[src/rtl/pathfinding_pkg.sv]
// Shared sizing, FSM states and matrix addressing for the distance matrix builder.
// DIST_EUCLID_SQ_EN selects squared-Euclidean distance (wider DIST_W) instead of Manhattan.
package pathfinding_pkg;

    localparam int MAX_NODES = 16;
    localparam int COORD_W   = 8;
    localparam int ADDR_W    = 4;

`ifdef DIST_EUCLID_SQ_EN
    localparam int DIST_W = 2 * COORD_W + 1;
`else
    localparam int DIST_W = COORD_W + 1;
`endif

    // One extra bit so a node count of MAX_NODES (and loop compares against it) fits.
    typedef logic [ADDR_W:0] cnt_t;

    typedef enum logic [2:0] {
        IDLE,
        FETCH_I,
        LATCH_I,
        SCAN,
        DRAIN,
        DONE
    } state_e;

    function automatic logic [2*ADDR_W-1:0] mat_addr(input logic [ADDR_W-1:0] i,
                                                     input logic [ADDR_W-1:0] j);
        return {i, j};
    endfunction

endpackage

[src/rtl/dist_calc.sv]
// Registered distance stage: |dx|+|dy| by default, dx*dx+dy*dy with DIST_EUCLID_SQ_EN.
module dist_calc
    import pathfinding_pkg::*;
(
    input  logic               clk,
    input  logic               reset_n,
    input  logic               en_i,
    input  logic [COORD_W-1:0] xi_i,
    input  logic [COORD_W-1:0] yi_i,
    input  logic [COORD_W-1:0] xj_i,
    input  logic [COORD_W-1:0] yj_i,
    output logic [DIST_W-1:0]  dist_o
);

    logic [COORD_W-1:0] dx;
    logic [COORD_W-1:0] dy;
    logic [DIST_W-1:0]  dist_d;
    logic [DIST_W-1:0]  dist_q;

`ifdef DIST_EUCLID_SQ_EN
    logic [2*COORD_W-1:0] dx2;
    logic [2*COORD_W-1:0] dy2;
`endif

    always_comb begin
        dx = (xi_i >= xj_i) ? (xi_i - xj_i) : (xj_i - xi_i);
        dy = (yi_i >= yj_i) ? (yi_i - yj_i) : (yj_i - yi_i);
`ifdef DIST_EUCLID_SQ_EN
        dx2    = dx * dx;
        dy2    = dy * dy;
        dist_d = {1'b0, dx2} + {1'b0, dy2};
`else
        dist_d = {1'b0, dx} + {1'b0, dy};
`endif
    end

    always_ff @(posedge clk or negedge reset_n) begin
        if (!reset_n) begin
            dist_q <= '0;
        end else if (en_i) begin
            dist_q <= dist_d;
        end
    end

    assign dist_o = dist_q;

endmodule

[src/rtl/distance_matrix_builder.sv]
// Reads N stored points and writes the full NxN pairwise distance matrix, one entry per clock per row.
// Distance metric is chosen by DIST_EUCLID_SQ_EN (see dist_calc).
module distance_matrix_builder
    import pathfinding_pkg::*;
(
    input  logic                clk,
    input  logic                reset_n,
    input  logic                start,
    input  logic [ADDR_W:0]     num_nodes,
    output logic [ADDR_W-1:0]   x_rd_addr,
    input  logic [COORD_W-1:0]  x_rd_data,
    output logic [ADDR_W-1:0]   y_rd_addr,
    input  logic [COORD_W-1:0]  y_rd_data,
    output logic [2*ADDR_W-1:0] dist_wr_addr,
    output logic [DIST_W-1:0]   dist_wr_data,
    output logic                dist_wr_en,
    output logic                busy,
    output logic                done,
    output logic                error,
    output state_e              state_dbg
);

    state_e             state_q, state_d;
    cnt_t               n_q, n_d;
    cnt_t               i_q, i_d;
    cnt_t               j_q, j_d;
    logic               drain_q, drain_d;
    logic               err_q, err_d;
    logic [COORD_W-1:0] xi_q, xi_d;
    logic [COORD_W-1:0] yi_q, yi_d;
    logic [ADDR_W-1:0]  rd_addr;

    // Pipeline tags: stage 1 = read data returning, stage 2 = distance registered.
    logic               v1_q, v2_q;
    logic [ADDR_W-1:0]  j1_q, j2_q;

    always_ff @(posedge clk or negedge reset_n) begin
        if (!reset_n) begin
            state_q <= IDLE;
            n_q     <= '0;
            i_q     <= '0;
            j_q     <= '0;
            drain_q <= 1'b0;
            err_q   <= 1'b0;
            xi_q    <= '0;
            yi_q    <= '0;
            v1_q    <= 1'b0;
            v2_q    <= 1'b0;
            j1_q    <= '0;
            j2_q    <= '0;
        end else begin
            state_q <= state_d;
            n_q     <= n_d;
            i_q     <= i_d;
            j_q     <= j_d;
            drain_q <= drain_d;
            err_q   <= err_d;
            xi_q    <= xi_d;
            yi_q    <= yi_d;
            v1_q    <= (state_q == SCAN);
            v2_q    <= v1_q;
            j1_q    <= j_q[ADDR_W-1:0];
            j2_q    <= j1_q;
        end
    end

    always_comb begin
        state_d = state_q;
        n_d     = n_q;
        i_d     = i_q;
        j_d     = j_q;
        drain_d = drain_q;
        err_d   = err_q;
        xi_d    = xi_q;
        yi_d    = yi_q;
        case (state_q)
            IDLE: begin
                if (start) begin
                    n_d = num_nodes;
                    if ((num_nodes == '0) || (num_nodes > cnt_t'(MAX_NODES))) begin
                        err_d   = 1'b1;
                        state_d = DONE;
                    end else begin
                        err_d   = 1'b0;
                        i_d     = '0;
                        state_d = FETCH_I;
                    end
                end
            end
            FETCH_I: state_d = LATCH_I;
            LATCH_I: begin
                xi_d    = x_rd_data;
                yi_d    = y_rd_data;
                j_d     = '0;
                state_d = SCAN;
            end
            SCAN: begin
                if ((j_q + cnt_t'(1)) == n_q) begin
                    drain_d = 1'b0;
                    state_d = DRAIN;
                end else begin
                    j_d = j_q + cnt_t'(1);
                end
            end
            DRAIN: begin
                // Second drain cycle is when the row's last write is on the bus.
                if (drain_q) begin
                    drain_d = 1'b0;
                    i_d     = i_q + cnt_t'(1);
                    state_d = ((i_q + cnt_t'(1)) == n_q) ? DONE : FETCH_I;
                end else begin
                    drain_d = 1'b1;
                end
            end
            DONE:    state_d = IDLE;
            default: state_d = IDLE;
        endcase
    end

    always_comb begin
        rd_addr = '0;
        if (state_q == FETCH_I) begin
            rd_addr = i_q[ADDR_W-1:0];
        end else if (state_q == SCAN) begin
            rd_addr = j_q[ADDR_W-1:0];
        end
    end

    dist_calc u_dist_calc (
        .clk     (clk),
        .reset_n (reset_n),
        .en_i    (v1_q),
        .xi_i    (xi_q),
        .yi_i    (yi_q),
        .xj_i    (x_rd_data),
        .yj_i    (y_rd_data),
        .dist_o  (dist_wr_data)
    );

    assign x_rd_addr    = rd_addr;
    assign y_rd_addr    = rd_addr;
    assign dist_wr_addr = mat_addr(i_q[ADDR_W-1:0], j2_q);
    assign dist_wr_en   = v2_q;
    assign busy         = (state_q == FETCH_I) || (state_q == LATCH_I) ||
                          (state_q == SCAN)    || (state_q == DRAIN);
    assign done         = (state_q == DONE);
    assign error        = err_q;
    assign state_dbg    = state_q;

endmodule

[config.mk]
export PLATFORM = sky130hd
export DESIGN_NAME = distance_matrix_builder
export DESIGN_NICKNAME = d
export VERILOG_FILES = /design/src/rtl/pathfinding_pkg.sv /design/src/rtl/dist_calc.sv /design/src/rtl/distance_matrix_builder.sv
export SDC_FILE = /design/constraint.sdc
export NUM_CORES = 1
export LEC_CHECK = 0
export CORE_MARGIN = 3
export CORE_UTILIZATION = 56
export DETAILED_ROUTE_END_ITERATION = 10
export GPL_TIMING_DRIVEN = 1
export PLACE_DENSITY = 0.92
export SLEW_MARGIN = 5
export SYNTH_ARGS = -nofsm -noshare
export SYNTH_HDL_FRONTEND = slang
export SYNTH_SLANG_ARGS = --single-unit
[constraint.sdc]
create_clock -name clk -period 4.2 [get_ports clk]
set_clock_uncertainty 0.15 [all_clocks]
set_input_delay 0.63 -clock clk [delete_from_list [all_inputs] [get_ports clk]]
set_output_delay 0.63 -clock clk [all_outputs]
set_load 0.01 [all_outputs]
# [Yosys cells after proc, flatten, opt, wreduce, memory -nomap -nowiden]
# Index checks and enable logic that the tools add are counted.
[word_totals] reg_bits=55 latchBits=0 mem_bits_rw=0 rom_bits=0 in_bits=24 word_cells=69 mem_count=0
[op_classes] n_addsub=7 multipliers=0 div_mod_pow=0 order_cmp=3 n_eq_ne=12 n_shift=0 muxes=20 n_bitwise=0 reduce_logical=14
[op_table] op="$sub 8x8->8" count=4
[op_table] op="$mux 5" count=4
[op_table] op="$pmux 5 s2" count=2
[op_table] op="$ge 8x8->1" count=2
[op_table] op="$mux 8" count=2
[op_table] op="$mux 3" count=5
[op_table] op="$pmux 3 s5" count=1
[op_table] op="$add 5x1->5 const B" count=2
[op_table] op="$eq 5x5->1" count=2
[op_table] op="$ne 2x2->1 const B" count=5
[op_table] op="$add 8x8->9" count=1
[op_table] op="$mux 4" count=2
[op_table] op="$eq 3x2->1 const B" count=2
[op_table] op="$eq 3x3->1 const B" count=2
[op_table] op="$reduce_and 2->1" count=3
[op_table] op="$reduce_bool 2->1" count=3
[op_table] op="$gt 5x5->1 const B" count=1
[op_table] op="$logic_not 5->1" count=1
[op_table] op="$logic_or 1x1->1" count=4
[op_table] op="$reduce_and 4->1" count=1
[op_table] op="$eq 3x1->1 const B" count=1
[op_table] op="$logic_not 3->1" count=1
[op_table] op="$mux 1" count=3
[op_table] op="$reduce_and 3->1" count=1
[op_table] op="$pmux 1 s2" count=1

# [Longest topological paths before layout]
[logic_depth] ltp_word=5 depth_mapped=17 ltp_nobuf=17

# [Hierarchy]
# Synthesis repeated with hierarchy kept, for this count alone.
[hier_totals] cells_unflattened=404 hier_area_um2=4179.0
[modules_own_cells] mod="distance_matrix_builder" instances=1 cells_per_inst=170 area_per_inst_um2=2169.6
[modules_own_cells] mod="dist_calc" instances=1 cells_per_inst=234 area_per_inst_um2=2009.4

# [Worst setup path before layout]
# Ideal clock, no wire load.
[synth_timing] path_kind="input to register" from="input port y_rd_data[3]" to="register u_dist_calc.dist_q[7] (netlist: u_dist_calc.dist_o[7])" setup_ns=0.125 t_arrival_ns=3.733 t_required_ns=3.925 path_slack_ns=0.192 stages=14 cell_sequence="inv_1 ha_1 a21o_2 a31oi_1 a31oi_1 a211oi_4 mux2_2 ha_1 a21o_1 a21oi_1 o21ai_0 a31o_2 xor2_1 mux2_2"
[synth_between] elab_chain_len=3 word_cells_on_any_way=5 classes_between="add/sub: 3; order compare: 1; mux: 1"
[synth_lines] item="start, declared" line="distance_matrix_builder.sv:13" text="input logic [COORD_W-1:0] y_rd_data,"
[synth_lines] item="$sub 8x8->8 or $ge 8x8->1 (tied branches)" line="dist_calc.sv:27" text="dy = (yi_i >= yj_i) ? (yi_i - yj_i) : (yj_i - yi_i);"
[synth_lines] item="$mux 8 *" line="dist_calc.sv:27"
[synth_lines] item="$add 8x8->9 *" line="dist_calc.sv:33" text="dist_d = {1'b0, dx} + {1'b0, dy};"
[synth_lines] item="end signal, assigned" line="dist_calc.sv:41" text="dist_q <= dist_d;"
[synth_lines] item="end, declared" line="dist_calc.sv:18" text="logic [DIST_W-1:0] dist_q;"
# Mark *: on every way between the ends. The rest lies on a longest branch, timed or not.
# A chain may end at the register's enable or synchronous reset.

# [Final worst setup path]
[layout_timing] from="input port y_rd_data[3]" to="register u_dist_calc.dist_q[4] (netlist: u_dist_calc.dist_o[4])"
# The elaborated chain is that of the path after synthesis.

==> results.toml <==
[run_status]
status = "completed"

[timing]
maxSlewViolCount = 0
finalCritPeriodShare_pct = 97.69
fin_crit_ns = 4.103
max_freq_mhz = 243.7
worst_pin_slew_ns = 1.185
setup_slack_ns = 0.09706
slew_headroom_pct = 21.03
finalSetupViolations = 0
final_hold_viol_count = 0

[logic_synthesis]
synthCells = 423
synth_top_area_share_pct = 34.78
yosysWarnings = 0
yosysTopAreaCell = "dfrtp_1"
synth_area_um2 = 3958
syn-num-nets = 492
ys.flop_type = "dfrtp_1"
synth_edf_count = 0
seq_area_frac_synth_pct = 34.78
yosysUniqueCellTypes = 51
async_reset_ff_share_pct = 100.0
avgSynthCellArea_um2 = 9.356
synthTopCellsByArea = "dfrtp_1, ha_1, xnor2_1, inv_1, o21ai_0"
ys_seq_elements = 55

[clock_tree]
numCtsBuffers = 5
clk_latency_ns = 0.33
cts_tree = "done"
clockBufferDepth = 2
postCtsHoldBufs = 0
clock_sinks = 55
clk_pin_slew_ns = 0.11
root_buffer = "clkbuf_8"
h-tree-depth = 2

[die]
start_util_pct = 57.93
row_count = 30
fp.coreArea_um2 = 6832
die_h_um = 90.07
ioPinCount = 56
fp.dieW_um = 90.07
die_area_um2 = 8112

[critical_path]
reg2reg_from = "yi_q[0]"
worst_setup_path_end_kind = "register"
crit_type = "in2reg"
ff2ff_path_depth = 17
crit_fanout = 6
crit_arrival_ns = 4.17
required_ns = 4.26
rrSetupSlack_ns = 0.33
critPathLaunchType = "primary input"
r2r-end = "u_dist_calc.dist_o[4]"

[grt]
antenna_found_initial = 0
track_usage_pct = 23.03
grt_pass1_vias = 3415
grt_max_degree = 56
grt_pass1_wl_um = 15630
grt_overflow = 0

[detailed_routing]
vias = 3383
drc = 0
ant_nets = 0
wl_per_cell_um = 16.03
drt_iter0_drc = 211
dr.pass1.iters = 5
wl_um = 9553
routed_via_density = 5.676

[hold_path]
holdPathStages = 0
min_to = "j2_q[2]"
hp-class = "reg2reg"
min_from = "j1_q[2]"

[cells_and_area]
antenna_cells = 0
nets = 568
regArea_um2 = 1376
drive_gt1_share_pct = 15.20
area_growth_syn_to_layout_pct = 25.04
fillCellCount = 478
multi_input_area_um2 = 2369

[placement]
hpwl_um = 6909
dp_worst_setup_slack_ns = -0.4431
gp_congestion = 0.9250
portBuffers = 55

[run]
maxCapViolations = 0
## cell usage in the layout, fill, tap and decap left out, drive strengths merged, types with 3 or more instances in the layout
cell	Yosys	final
nand3	12	12
xnor2	21	21
a221oi	3	3
fa	5	5
inv	48	50
ha	40	40
o21a	3	3
xor2	11	11
clkbuf	11	5
mux2i	16	16
nand2	31	31
nor2	21	21
o21ai	34	34
a21o	9	9
nand2b	6	6
nor3	5	5
mux2	13	13
buf	9	35
and3	3	3
dfrtp	55	55
a21oi	25	25
o31ai	3	3
clkdlybuf4s50	0	53
nand4	4	4
a31oi	3	3
## synth_stat cells (4+ instances only)
library cell	n
a21o_1	7
a21oi_1	24
buf_4	8
clkbuf_1	11
dfrtp_1	55
fa_1	5
ha_1	40
inv_1	48
mux2_2	13
mux2i_1	16
nand2_1	31
nand2b_1	6
nand3_1	12
nand4_1	4
nor2_1	21
nor3_1	4
o21ai_0	34
xnor2_1	21
xor2_1	11
## worst max path at each step
| stage | from | to | slack, ns | cells past startpoint |
|---|---|---|---|---|
| after floorplan | y_rd_data[3] | u_dist_calc.dist_o[7] | 0.19 | 14 |
| after global placement | y_rd_data[0] | u_dist_calc.dist_o[6] | -0.18 | 15 |
| after detailed placement | y_rd_data[0] | u_dist_calc.dist_o[6] | -0.44 | 17 |
| after CTS | y_rd_data[0] | u_dist_calc.dist_o[6] | 0.01 | 17 |
| after global routing | y_rd_data[3] | u_dist_calc.dist_o[4] | -0.04 | 17 |
| final | y_rd_data[3] | u_dist_calc.dist_o[4] | 0.1 | 17 |
## critical path: stages
cell             delay (ns)
clkdlybuf4s50_1        0.48
inv_1                  0.06
ha_1                   0.31
a21o_2                 0.25
a31oi_4                0.19
a31oi_4                0.12
a211oi_4               0.28
buf_6                  0.19
mux2i_2                0.23
xnor2_1                0.15
ha_1                   0.29
a21o_1                 0.21
a21oi_2                0.18
buf_4                  0.14
buf_4                  0.10
xnor2_1                0.07
mux2_2                 0.27
## per-stage QoR
| step | TNS, ns | utilization, % | cells | hold WS [ns] | instance area [um2] |
|---|---|---|---|---|---|
| 2_1_floorplan | 0 | - | 423 | 0.1812 | 3958 |
| 3_3_place_gp | -0.7327 | 69.41 | 584 | 0.1833 | 4742 |
| 3_5_place_dp | -2.175 | 69.41 | 584 | 0.1847 | 4742 |
| 4_1_cts | 0 | 71.03 | 592 | 0.2102 | 4852 |
| 5_1_grt | -0.06143 | 72.44 | 596 | 0.2266 | 4949 |
| 6_report | 0 | 72.44 | 596 | 0.2089 | 4949 |
## routing by layer
metal  vias to the layer above  part of all wire (%)  GRT usage, %
li1                       1602                     -             -
met1                      1626                    41         27.89
met2                       126                    52         41.26
met3                        29                   4.7         3.598
met4                         0                   2.7         8.418
met5                         -                     0             0
## kinds of logic after synthesis
kind of cell             Yosys count  synth area share (%)
buffers and inverters             68                 7.240
multiplexers                      29                 7.746
AND/OR/NAND/NOR                   93                 11.38
AO/OA/AOI/OAI                    101                 16.60
XOR/XNOR                          32                 7.082
adder cells (fa/ha/maj)           45                 15.18
flip-flops                        55                 34.78
## timing repair
item | CTS | global route
setup buffers | 0 | 4
endpoints found under the setup margin | 5 | 5
pin swaps | 0 | 12
resized for setup | 3 | 17
endpoints found under the hold margin | 0 | 0
## registers in the layout (all words and copies together), names as in the netlist
signal and cells:
v1_q 1, u_dist_calc.dist_o 9, dist_wr_en 1, error 1, state_dbg 3, j1_q 4, j_q 5, j2_q 4
drain_q 1, i_q 5, yi_q 8, xi_q 8, n_q 5
## layout make-up
class | instances | share of cell area (%)
repair buffers | 89 | 16.31
multi-input cells | 300 | 47.86
inverters | 48 | 3.641
clock buffers | 5 | 1.391
flip-flops and latches | 55 | 27.81
well taps | 96 | 2.427
clock inverters | 3 | 0.5563
Power is left out: the tool's default activity adds up to more than one toggle a clock period on the data nets, which glitch-free logic cannot reach.
